**src/rtl/pipe_stall_ctrl.sv**
```systemverilog
// pipe_stall_ctrl: hazard/stall controller for the 5-stage MIPS pipeline.
// Ports:
//   clk, reset          - rising-edge clock, asynchronous active-high reset
//   D_rs/D_rt           - source register fields of the decode instruction
//   D_Tuse_rs/D_Tuse_rt - cycles until decode needs each source (3 = unused)
//   D_md                - decode instruction touches the mult/div unit or HI/LO
//   E_RegAddr/E_Tnew    - EX destination and cycles until its result is ready
//   M_RegAddr/M_Tnew    - MEM destination and cycles until its result is ready
//   E_start/E_is_div    - mult/div issuing in EX, and whether it is a divide
//   PC_en/IF_ID_en      - front-end register enables, low while stalling
//   ID_EX_flush         - bubble insertion into ID/EX while stalling
//   EX_MEM_en/MEM_WB_en - back-end enables, always 1 so later stages drain
//   md_busy             - mult/div unit still counting down
//   stall_count         - saturating count of stalled cycles
module pipe_stall_ctrl #(
    parameter int MULT_CYCLES = 5,
    parameter int DIV_CYCLES  = 10,
    parameter int CNT_W       = 4
) (
    input  logic        clk,
    input  logic        reset,
    input  logic [4:0]  D_rs,
    input  logic [4:0]  D_rt,
    input  logic [1:0]  D_Tuse_rs,
    input  logic [1:0]  D_Tuse_rt,
    input  logic        D_md,
    input  logic [4:0]  E_RegAddr,
    input  logic [1:0]  E_Tnew,
    input  logic [4:0]  M_RegAddr,
    input  logic [1:0]  M_Tnew,
    input  logic        E_start,
    input  logic        E_is_div,
    output logic        PC_en,
    output logic        IF_ID_en,
    output logic        ID_EX_flush,
    output logic        EX_MEM_en,
    output logic        MEM_WB_en,
    output logic        md_busy,
    output logic [31:0] stall_count
);
    logic [CNT_W-1:0] busy_cnt_q, busy_cnt_d;
    logic [31:0]      stall_count_q, stall_count_d;
    logic             hz_e_rs, hz_e_rt, hz_m_rs, hz_m_rt, md_stall, stall;
    always_comb begin
        // $0 never carries a real dependency; Tuse=3 can never be below a 2-bit Tnew
        hz_e_rs = (D_rs != 5'd0) && (D_rs == E_RegAddr) && (D_Tuse_rs < E_Tnew);
        hz_e_rt = (D_rt != 5'd0) && (D_rt == E_RegAddr) && (D_Tuse_rt < E_Tnew);
        hz_m_rs = (D_rs != 5'd0) && (D_rs == M_RegAddr) && (D_Tuse_rs < M_Tnew);
        hz_m_rt = (D_rt != 5'd0) && (D_rt == M_RegAddr) && (D_Tuse_rt < M_Tnew);
        // a start in EX this cycle blocks decode just like an already-busy unit
        md_stall = D_md && ((busy_cnt_q != '0) || E_start);
        stall = hz_e_rs || hz_e_rt || hz_m_rs || hz_m_rt || md_stall;
        // a new start overrides any countdown in progress
        busy_cnt_d = E_start ? (E_is_div ? CNT_W'(DIV_CYCLES) : CNT_W'(MULT_CYCLES))
                   : (busy_cnt_q != '0) ? busy_cnt_q - 1'b1 : busy_cnt_q;
        stall_count_d = (stall && (stall_count_q != 32'hFFFF_FFFF)) ? stall_count_q + 32'd1
                      : stall_count_q;
    end
    always_ff @(posedge clk or posedge reset) begin
        if (reset) begin
            busy_cnt_q    <= '0;
            stall_count_q <= '0;
        end else begin
            busy_cnt_q    <= busy_cnt_d;
            stall_count_q <= stall_count_d;
        end
    end
    assign PC_en       = !stall;
    assign IF_ID_en    = !stall;
    assign ID_EX_flush = stall;
    assign EX_MEM_en   = 1'b1;
    assign MEM_WB_en   = 1'b1;
    assign md_busy     = (busy_cnt_q != '0);
    assign stall_count = stall_count_q;
endmodule
```
**config.mk**
```make
export PLATFORM = sky130hd
export DESIGN_NAME = pipe_stall_ctrl
export DESIGN_NICKNAME = d
export VERILOG_FILES = /design/src/rtl/pipe_stall_ctrl.sv
export SDC_FILE = /design/constraint.sdc
export NUM_CORES = 1
export LEC_CHECK = 0
export ABC_CLOCK_PERIOD_IN_PS = 2400
export CAP_MARGIN = 40
export CELL_PAD_IN_SITES_DETAIL_PLACEMENT = 1
export CELL_PAD_IN_SITES_GLOBAL_PLACEMENT = 2
export CORE_MARGIN = 2
export CORE_UTILIZATION = 27
export CTS_CLUSTER_DIAMETER = 100
export DETAILED_ROUTE_END_ITERATION = 8
export PLACE_DENSITY_LB_ADDON = 0.1
export SLEW_MARGIN = 30
export SYNTH_ARGS = -nofsm -noshare
export SYNTH_HDL_FRONTEND = slang
export SYNTH_SLANG_ARGS = --single-unit
```
**constraint.sdc**
```tcl
create_clock -name clk -period 2.4 [get_ports clk]
set_input_delay 0.48 -clock clk [delete_from_list [all_inputs] [get_ports clk]]
set_output_delay 0.48 -clock clk [all_outputs]
set_load 0.03 [all_outputs]
```
# ---- Word-level counts from Yosys, hierarchy flattened
# Index checks and enable logic that the tools add are counted.
# Widths: inputs -> output; s select.
dict set report word_totals {
  out_inout_bits 38
  input_bits 33
  wordCells 36
  reg_bits 36
}
dict set report op_classes {
  reduce_logical 20
  eq_ne 5
  n_addsub 2
  mux 3
  order_cmp 4
}
# operator count
set ops {}
lappend ops {{$add 32x1->32 const B} 1}
lappend ops {{$ne 32x32->1 const B} 1}
lappend ops {{$eq 5x5->1} 4}
lappend ops {{$mux 4} 3}
lappend ops {{$logic_and 1x1->1} 10}
lappend ops {{$reduce_bool 5->1} 2}
lappend ops {{$lt 2x2->1} 4}
lappend ops {{$logic_or 1x1->1} 5}
lappend ops {{$reduce_bool 4->1} 1}
lappend ops {{$sub 4x1->4 const B} 1}
lappend ops {{$reduce_bool 2->1} 1}
lappend ops {{$logic_not 1->1} 1}

# ---- Depth between registers and ports, before layout
dict set report logic_depth {
  word_depth 8
  ltp_mapped 9
  ltp_nobuf 8
}

# ---- Least setup slack after synthesis
# Ideal clock, no wire load.
dict set report synth_timing {
  path_kind {input-to-output}
  startpoint {input port D_rt[1]}
  endpoint {output port ID_EX_flush}
  slack_ps -204
  n_path_buf 0
  path_stages 5
  required_time_ps 1920
  t_arrival_ps 2124
  cell_sequence {or4_1 > nor2_1 > a21oi_2 > nor3_2 > inv_1}
}
dict set report synth_via {
  elab_chain_len 7
  elab_cells_between_ends 11
  classes_between {eq/ne: 2; reduce/logical: 9}
}
# element line_no
set synth_rtl {}
lappend synth_rtl {{start, declared} 23} ;# input logic [4:0] D_rt,
lappend synth_rtl {{$eq 5x5->1 or $reduce_bool 5->1 (tied branches)} {47, 49}}
lappend synth_rtl {{$logic_and 1x1->1 (2 in series)} 47} ;# hz_e_rt = (D_rt != 5'd0) && (D_rt == E_RegAddr) && (D_Tuse_rt < E_Tnew);
lappend synth_rtl {{$logic_or 1x1->1 (2 in series)} 52} ;# stall = hz_e_rs || hz_e_rt || hz_m_rs || hz_m_rt || md_stall;
lappend synth_rtl {{$logic_or 1x1->1 (*) (2 in series)} 52}
lappend synth_rtl {{end, declared} 35} ;# output logic ID_EX_flush,
# Every way passes the cells marked *; elsewhere a longest branch is shown, timed or not.

# ---- Worst setup path in the final report
dict set report layout_timing {
  startpoint {input port E_Tnew[0]}
  endpoint {output port ID_EX_flush}
}
dict set report layout_via {
  elab_chain_len 6
  elab_cells_between_ends 8
  classes_between {order compare: 2; reduce/logical: 6}
}
# element line_no
set layout_rtl {}
lappend layout_rtl {{start, declared} 28} ;# input logic [1:0] E_Tnew,
lappend layout_rtl {{$lt 2x2->1 (on tied branches)} {46, 47}}
lappend layout_rtl {{$logic_and 1x1->1 (on tied branches)} {46, 47}}
lappend layout_rtl {{$logic_or 1x1->1 (*) (4 in series)} 52}
# Marks and branches as above.

==> metrics.csv <==
metric,value,unit
result of the run,"finished, final reports clean",
count of different cell masters after synthesis,36,
"Largest delay share family, worst path",compound AO/OA/AOI/OAI gates,
Placed Instances,420,
core region area,7770,µm²
"number of standard cells in the layout, taps in and fillers out",435,
number of antenna violations at the first check in global routing,0,
leak pwr,1.58,nW
CTS tree,done,
largest net degree at the start of global routing,37,
synthesized area per cell,9.74,µm²
count of endpoints failing setup in the final report,0,
CP endpoint kind,primary output,
number of violations reported at the end of detailed-routing iteration 0,36,
number of placed I/O pins,71,
final hold violation count,0,
wire length per cell,14.2,µm
global route overflow,0,
# Max-Cap Violations,0,
overall global routing resource usage,15.1,%
buffer depth of the longest clock path,2,
fraction of synthesis flops using an asynchronous set or reset pin,100,%
antenna cell count,0,
Seq pwr share,39.6,%
die area,8820,µm²
die span in y,93.9,µm
beginning of the worst register-to-register path,stall_count[0]$_DFFE_PP0P_,
area share of the largest cell type after synthesis,41.3,%
internal power of the cells,1.26,mW
fin crit period,2.31,ns
PortBufs,68,
Setup Skew,0.00630,ns
relative slew slack,66.0,%
number of nets in the finished design,372,
commonest cells in the netlist,"37 x sky130_fd_sc_hd__xor2_1, 36 x sky130_fd_sc_hd__dfrtp_1, 17 x sky130_fd_sc_hd__nor3_1, 15 x sky130_fd_sc_hd__xnor2_1, 14 x sky130_fd_sc_hd__nor2_1",
initial core utilization,28.1,%
HPWL reported at the end of detailed placement,4.80,mm
launch point of the critical path,E_Tnew[0],
Post-synth top flop,sky130_fd_sc_hd__dfrtp_1,
DRC Markers,0,
Gate Count Post-Synth,224,
Critical Path RT,1.92,ns
HP Class,register to register,
critical path launch point type,input port,
clk slew on worst S/H paths,0.08,ns
total CTS buffers,5,
number of global-route vias before repair,2158,
proportion of synthesized chip area in sequential cells,41.3,%
worst supply voltage drop on vdd,0.000214,V
Highest Clock Rate,434,MHz
max-slew violation count,0,
maximum net fanout on the critical path,4,
number of enable flip-flop cells after synthesis,0,
library cell with the largest summed area after synthesis,sky130_fd_sc_hd__dfrtp_1,
part of the cycle the worst path needs,96.1,%
kind of critical path,input port to primary output,
top-count cell post-synth,sky130_fd_sc_hd__xor2_1,
CTS root buffer,sky130_fd_sc_hd__clkbuf_8,
Layout Area Growth over Synthesis,58.4,%
number of levels in the clock H-tree,2,
PwrDens,565,nW/µm²
Net Sw Frac,35.6,%
post-layout power,1.95,mW
combined buffer and inverter count along the critical path,3,
final design area excluding fillers,3460,µm²
clock latency on the worst-skew pair,0.29,ns
count of vias placed by the detailed router,1988,
Yosys Warn Count,0,
register bit total from synthesis,36,
via density per instance,4.57,
cells taking the most area after synthesis,"sky130_fd_sc_hd__dfrtp_1 41%, sky130_fd_sc_hd__xor2_1 15%, sky130_fd_sc_hd__xnor2_1 6.0%, sky130_fd_sc_hd__ha_1 4.0%, sky130_fd_sc_hd__nor3_1 3.9%",
measured slew at the worst slew-check pin,0.510,ns
"Data arrival, critical path",1.83,ns
Detail Route Antenna Nets,0,
Die W,93.9,µm
Netlist Area Pre-Place,2180,µm²
proportion of layout cells with a drive suffix above 1,30.3,%
filler instances,920,
switching power total,0.696,mW
Hold Path Origin,stall_count[26]$_DFFE_PP0P_,
clock network fraction of design power,24.2,%
number of search-and-repair iterations in the first detailed-routing pass,5,
row cnt,32,
relative contribution of combinational cells to total power,36.2,%
series of cell instances along the critical path,"clkdlybuf4s15_1, nand2b_4, a2111oi_4, nand4_1, a21oi_4, nor3_4, inv_1, buf_6",
wire length reported by the detailed router,6.16,mm
Slowest cell on crit path,sky130_fd_sc_hd__a2111oi_4,
placed standard-cell area,3180,µm²
count of clock tree sinks,36,
slowest cell delay on critical path,0.36,ns
wire length of the first global-routing pass,10.4,mm
final weighted congestion of routability-driven global placement,0.794,
state kept, by name (all words and copies together), names as in the netlist:
signal / count
stall_count: 32
busy_cnt_q: 4
power groups by stage:
| stage | clock network [mW] | registers, mW | logic [mW] |
|---|---|---|---|
| 3_5_place_dp | 0 | 0.790 | 0.667 |
| 5_1_grt | 0.524 | 0.794 | 0.772 |
| 4_1_cts | 0.500 | 0.778 | 0.698 |
| 6_report | 0.474 | 0.774 | 0.707 |
| 2_1_floorplan | 0 | 0.906 | 0.237 |
| 3_3_place_gp | 0 | 0.790 | 0.657 |
cells in the final DEF, fill, tap and decap left out, types with 3 or more instances in the layout:
cell	synthesis	routed
sky130_fd_sc_hd__nor4_2	0	3
sky130_fd_sc_hd__inv_1	13	9
sky130_fd_sc_hd__nor4_1	8	4
sky130_fd_sc_hd__clkdlybuf4s50_1	0	40
sky130_fd_sc_hd__xnor2_1	15	15
sky130_fd_sc_hd__nor2_1	14	11
sky130_fd_sc_hd__xor2_2	0	3
sky130_fd_sc_hd__xor2_1	37	33
sky130_fd_sc_hd__and3_1	4	4
sky130_fd_sc_hd__buf_2	1	7
sky130_fd_sc_hd__buf_6	2	7
sky130_fd_sc_hd__clkbuf_2	0	7
sky130_fd_sc_hd__inv_2	0	3
sky130_fd_sc_hd__o21a_1	3	3
sky130_fd_sc_hd__nand2_1	11	10
sky130_fd_sc_hd__nand3_1	12	12
sky130_fd_sc_hd__o21ai_0	5	3
sky130_fd_sc_hd__buf_4	3	36
sky130_fd_sc_hd__nand4_1	11	11
sky130_fd_sc_hd__clkbuf_8	0	6
sky130_fd_sc_hd__ha_1	7	3
sky130_fd_sc_hd__or4_4	1	3
sky130_fd_sc_hd__dfrtp_1	36	36
sky130_fd_sc_hd__dlygate4sd2_1	0	6
sky130_fd_sc_hd__nor3_1	17	17
per-layer routing:
layer  global-route usage (%)  share of wire, %  vias up
met5                        0                 0        -
met1                     19.9                45      940
met4                     4.35               1.3        0
met3                     3.45               4.9        7
li1                         -                 -      980
met2                     24.7                48       61
cells by family after synthesis:
logic type               after synthesis  synth area share [%]
buffers and inverters                 20                  4.70
flip-flops                            36                  41.3
multiplexers                           2                  1.03
other                                  1                 0.172
AO/OA/AOI/OAI                         14                  5.22
XOR/XNOR                              52                  20.9
AND/OR/NAND/NOR                       92                  22.7
adder cells (fa/ha/maj)                7                  4.01
stage by stage:
| stage | hold WS [ns] | setup WS, ns | TNS, ns | util (%) |
|---|---|---|---|---|
| after CTS | 0.497 | -0.00395 | -0.00395 | 43.6 |
| after detailed placement | 0.484 | -0.534 | -15.17 | 40.9 |
| final | 0.487 | 0.0933 | 0 | 44.5 |
| after global placement | 0.479 | -0.518 | -15.21 | 40.9 |
| after floorplan | 0.558 | 0.0200 | 0 | - |
| after global routing | 0.518 | -0.00241 | -0.00241 | 44.5 |
cell type report:
type / instances / area [µm²] / area share [%]
multi-input combinational: 169 / 1360 / 39.2
timing repair buffer: 107 / 925 / 26.7
sequential: 36 / 901 / 26.1
tap: 102 / 128 / 3.69
clock buffer: 6 / 82.6 / 2.39
inverter: 13 / 51.3 / 1.48
clock inverter: 2 / 13.8 / 0.398
what timing repair did:
item                       CTS  global route
buffers inserted             6             2
hold buffers                 0             0
setup endpoints to repair   34            10
resized for setup           82            27
pin swaps                   19            16
worst paths after layout:
kind | endpoint | slack, ns | depth (start not counted)
setup / recovery | ID_EX_flush | 0.09 | 8
hold / removal | stall_count[26]$_DFFE_PP0P_ | 0.49 | 1
setup reg to reg | stall_count[1]$_DFFE_PP0P_ | 0.19 | 8
hold reg to reg | stall_count[26]$_DFFE_PP0P_ | 0.49 | 1
max in group asynchronous | stall_count[16]$_DFFE_PP0P_ | 1.48 | 3
min in group asynchronous | stall_count[11]$_DFFE_PP0P_ | 0.59 | 3
worst reg2reg max path: stages (launching register included):
cell and delay (ns):
sky130_fd_sc_hd__dfrtp_1 0.40, sky130_fd_sc_hd__ha_1 0.22, sky130_fd_sc_hd__nand4_1 0.15, sky130_fd_sc_hd__nor2_2 0.17, sky130_fd_sc_hd__nand4_1 0.15, sky130_fd_sc_hd__or2_2 0.34, sky130_fd_sc_hd__o31ai_4 0.15, sky130_fd_sc_hd__buf_6 0.20
sky130_fd_sc_hd__mux2_1 0.31
Note: power is estimated with default switching activity, not from simulation.
==> edit, RTL diff (config.mk and constraints unchanged) <==
Change the parameter `CNT_W` from 4 to 5.
--- a/src/rtl/pipe_stall_ctrl.sv
+++ b/src/rtl/pipe_stall_ctrl.sv
@@ -16,5 +16,5 @@
     parameter int MULT_CYCLES = 5,
     parameter int DIV_CYCLES  = 10,
-    parameter int CNT_W       = 4
+    parameter int CNT_W       = 5
 ) (
     input  logic        clk,
Behaviour: no difference found for any inputs over 10 cycles, from zero or initial values and one cycle with reset high; that may be too few to reach the edited logic, so the function may still have changed.
==> edit against the unedited design <==
  * Design area rose by 6.3%
  * Combinational power is 17% higher
  * Non-clock buffer count shrank 9
  * Final cell count increased by 0.23%
  * Critical path depth stayed put
  * Highest routed layer unchanged
  * Setup slack got worse by 34 ps
  * Routed wire length rose by 12%
  * Total power increased by 5.9%
  * Sequential share of layout area is 0.86 points lower
  * Sequential cell count grew 1
  * Area after synthesis up 6.9%
==> edit: results <==
group,metric,value,unit
layout,clk_share,2.35,%
critical_path,crit_path_start,"M_Tnew[1]",
status,outcome,"completed",
placement,placed_cell_area,0.00335,mm²
drt,dr.pass1.iters,4,
placement,hpwl,5070,µm
critical_path,crit_path_max_fanout,3,
critical_path,reg2reg_slack,260,ps
pwr,finalPower,0.00207,W
synth,yosys-top-cells-count,"37 x dfrtp_1, 33 x xnor2_1, 20 x nand4_1, 20 x xor2_1, 14 x nor2_1",
placement,gp_congestion,0.767,
layout,n_clock_buffer,7,
critical_path,r2r_start,"busy_cnt_q[0]",
sta,whs,498,ps
drt,wl_per_cell,15.8,µm
layout,layout.nonclk_buf_share,23.8,%
layout,drive_gt1_share,35.0,%
critical_path,worstPathArrival,1860,ps
pwr,ir_drop,0.550,mV
placement,place_ws,-901,ps
cts,clockBufferDepth,2,
synth,avgSynthCellArea,9.97,µm²
synth,ys_seq_area_share,39.7,%
global_routing,grt_first_pass_wirelength,11800,µm
critical_path,worst-r2r-cell-count,10,
layout,regArea,926,µm²
global_routing,grt_pass1_vias,2258,
die,die_x,97.0,µm
global_routing,gr-usage-all-layers,15.5,%
pwr,leakage,1.42,nW
layout,num-multi-input-gates,179,
sta,slew-limit-headroom,61.2,%
layout,nets,371,
placement,place_inst,423,
synth,ys_types,38,
hold_path,min_from,"stall_count[19]",
sta,fin_worst_skew,2.19,ps
hold_path,holdPathEnd,"stall_count[19]",
layout,multi_input_area,0.00160,mm²
drt,drt_iter0_drc,49,
layout,n_fill_cell,935,
global_routing,grt_max_degree,38,
layout,buffers,98,
drt,totalWireLength,6910,µm
drt,routed_via_density,4.74,
## edit: cell types whose count changed in the layout (fill, tap and decap cells not counted), sizes merged, moves of 5 or more
cell,before,now
xnor2,15,33
xor2,37,20
nor3,19,6
nand4,11,20
inv,14,9
nand3,12,17
## edit: power breakdown
part           internal [W]  switching, W  total, W
combinational      0.000405      0.000423  0.000828
sequential         0.000700     0.0000940  0.000794
clock              0.000228      0.000219  0.000447
total               0.00133      0.000736   0.00207
## edit: repair_timing
action	CTS	global route
endpoints found under the setup margin	36	4
pin swaps	18	15
cloned	1	0
hold endpoints to repair	0	0
setup buffers	5	1
hold buffers	0	0
resized for setup	123	37
## edit: cells by family after synthesis
family | share of synthesized area, %
AO/OA/AOI/OAI | 4.93
XOR/XNOR | 19.9
adder cells (fa/ha/maj) | 3.75
buffers and inverters | 4.45
flip-flops | 39.7
multiplexers | 0.483
other | 0.161
AND/OR/NAND/NOR | 26.6
## edit: layer usage
| layer | wire length (µm) | global-route usage (%) | share of wire, % | vias up |
|---|---|---|---|---|
| met1 | 3250 | 21.1 | 47 | 1024 |
| met5 | 0 | 0 | 0 | - |
| met4 | 40 | 2.60 | 0.58 | 0 |
| met3 | 208 | 3.47 | 3.0 | 2 |
| met2 | 3410 | 25.5 | 49 | 36 |
| li1 | - | - | - | 1005 |
## edit: worst max-delay path, cell delays in order
cell and delay (ps):
clkbuf_4 150, inv_12 40, ha_4 220, a211oi_2 200
a22oi_2 130, o221ai_4 300, clkinvlp_4 170, buf_6 160
## edit: how the worst max path moves through the flow
stage | to | slack [ps] | cells after the start
after CTS | PC_en | 5 | 8
final | PC_en | 60 | 8
after global placement | IF_ID_en | -870 | 8
after detailed placement | PC_en | -900 | 8
after floorplan | PC_en | -60 | 8
after global routing | ID_EX_flush | -1 | 8
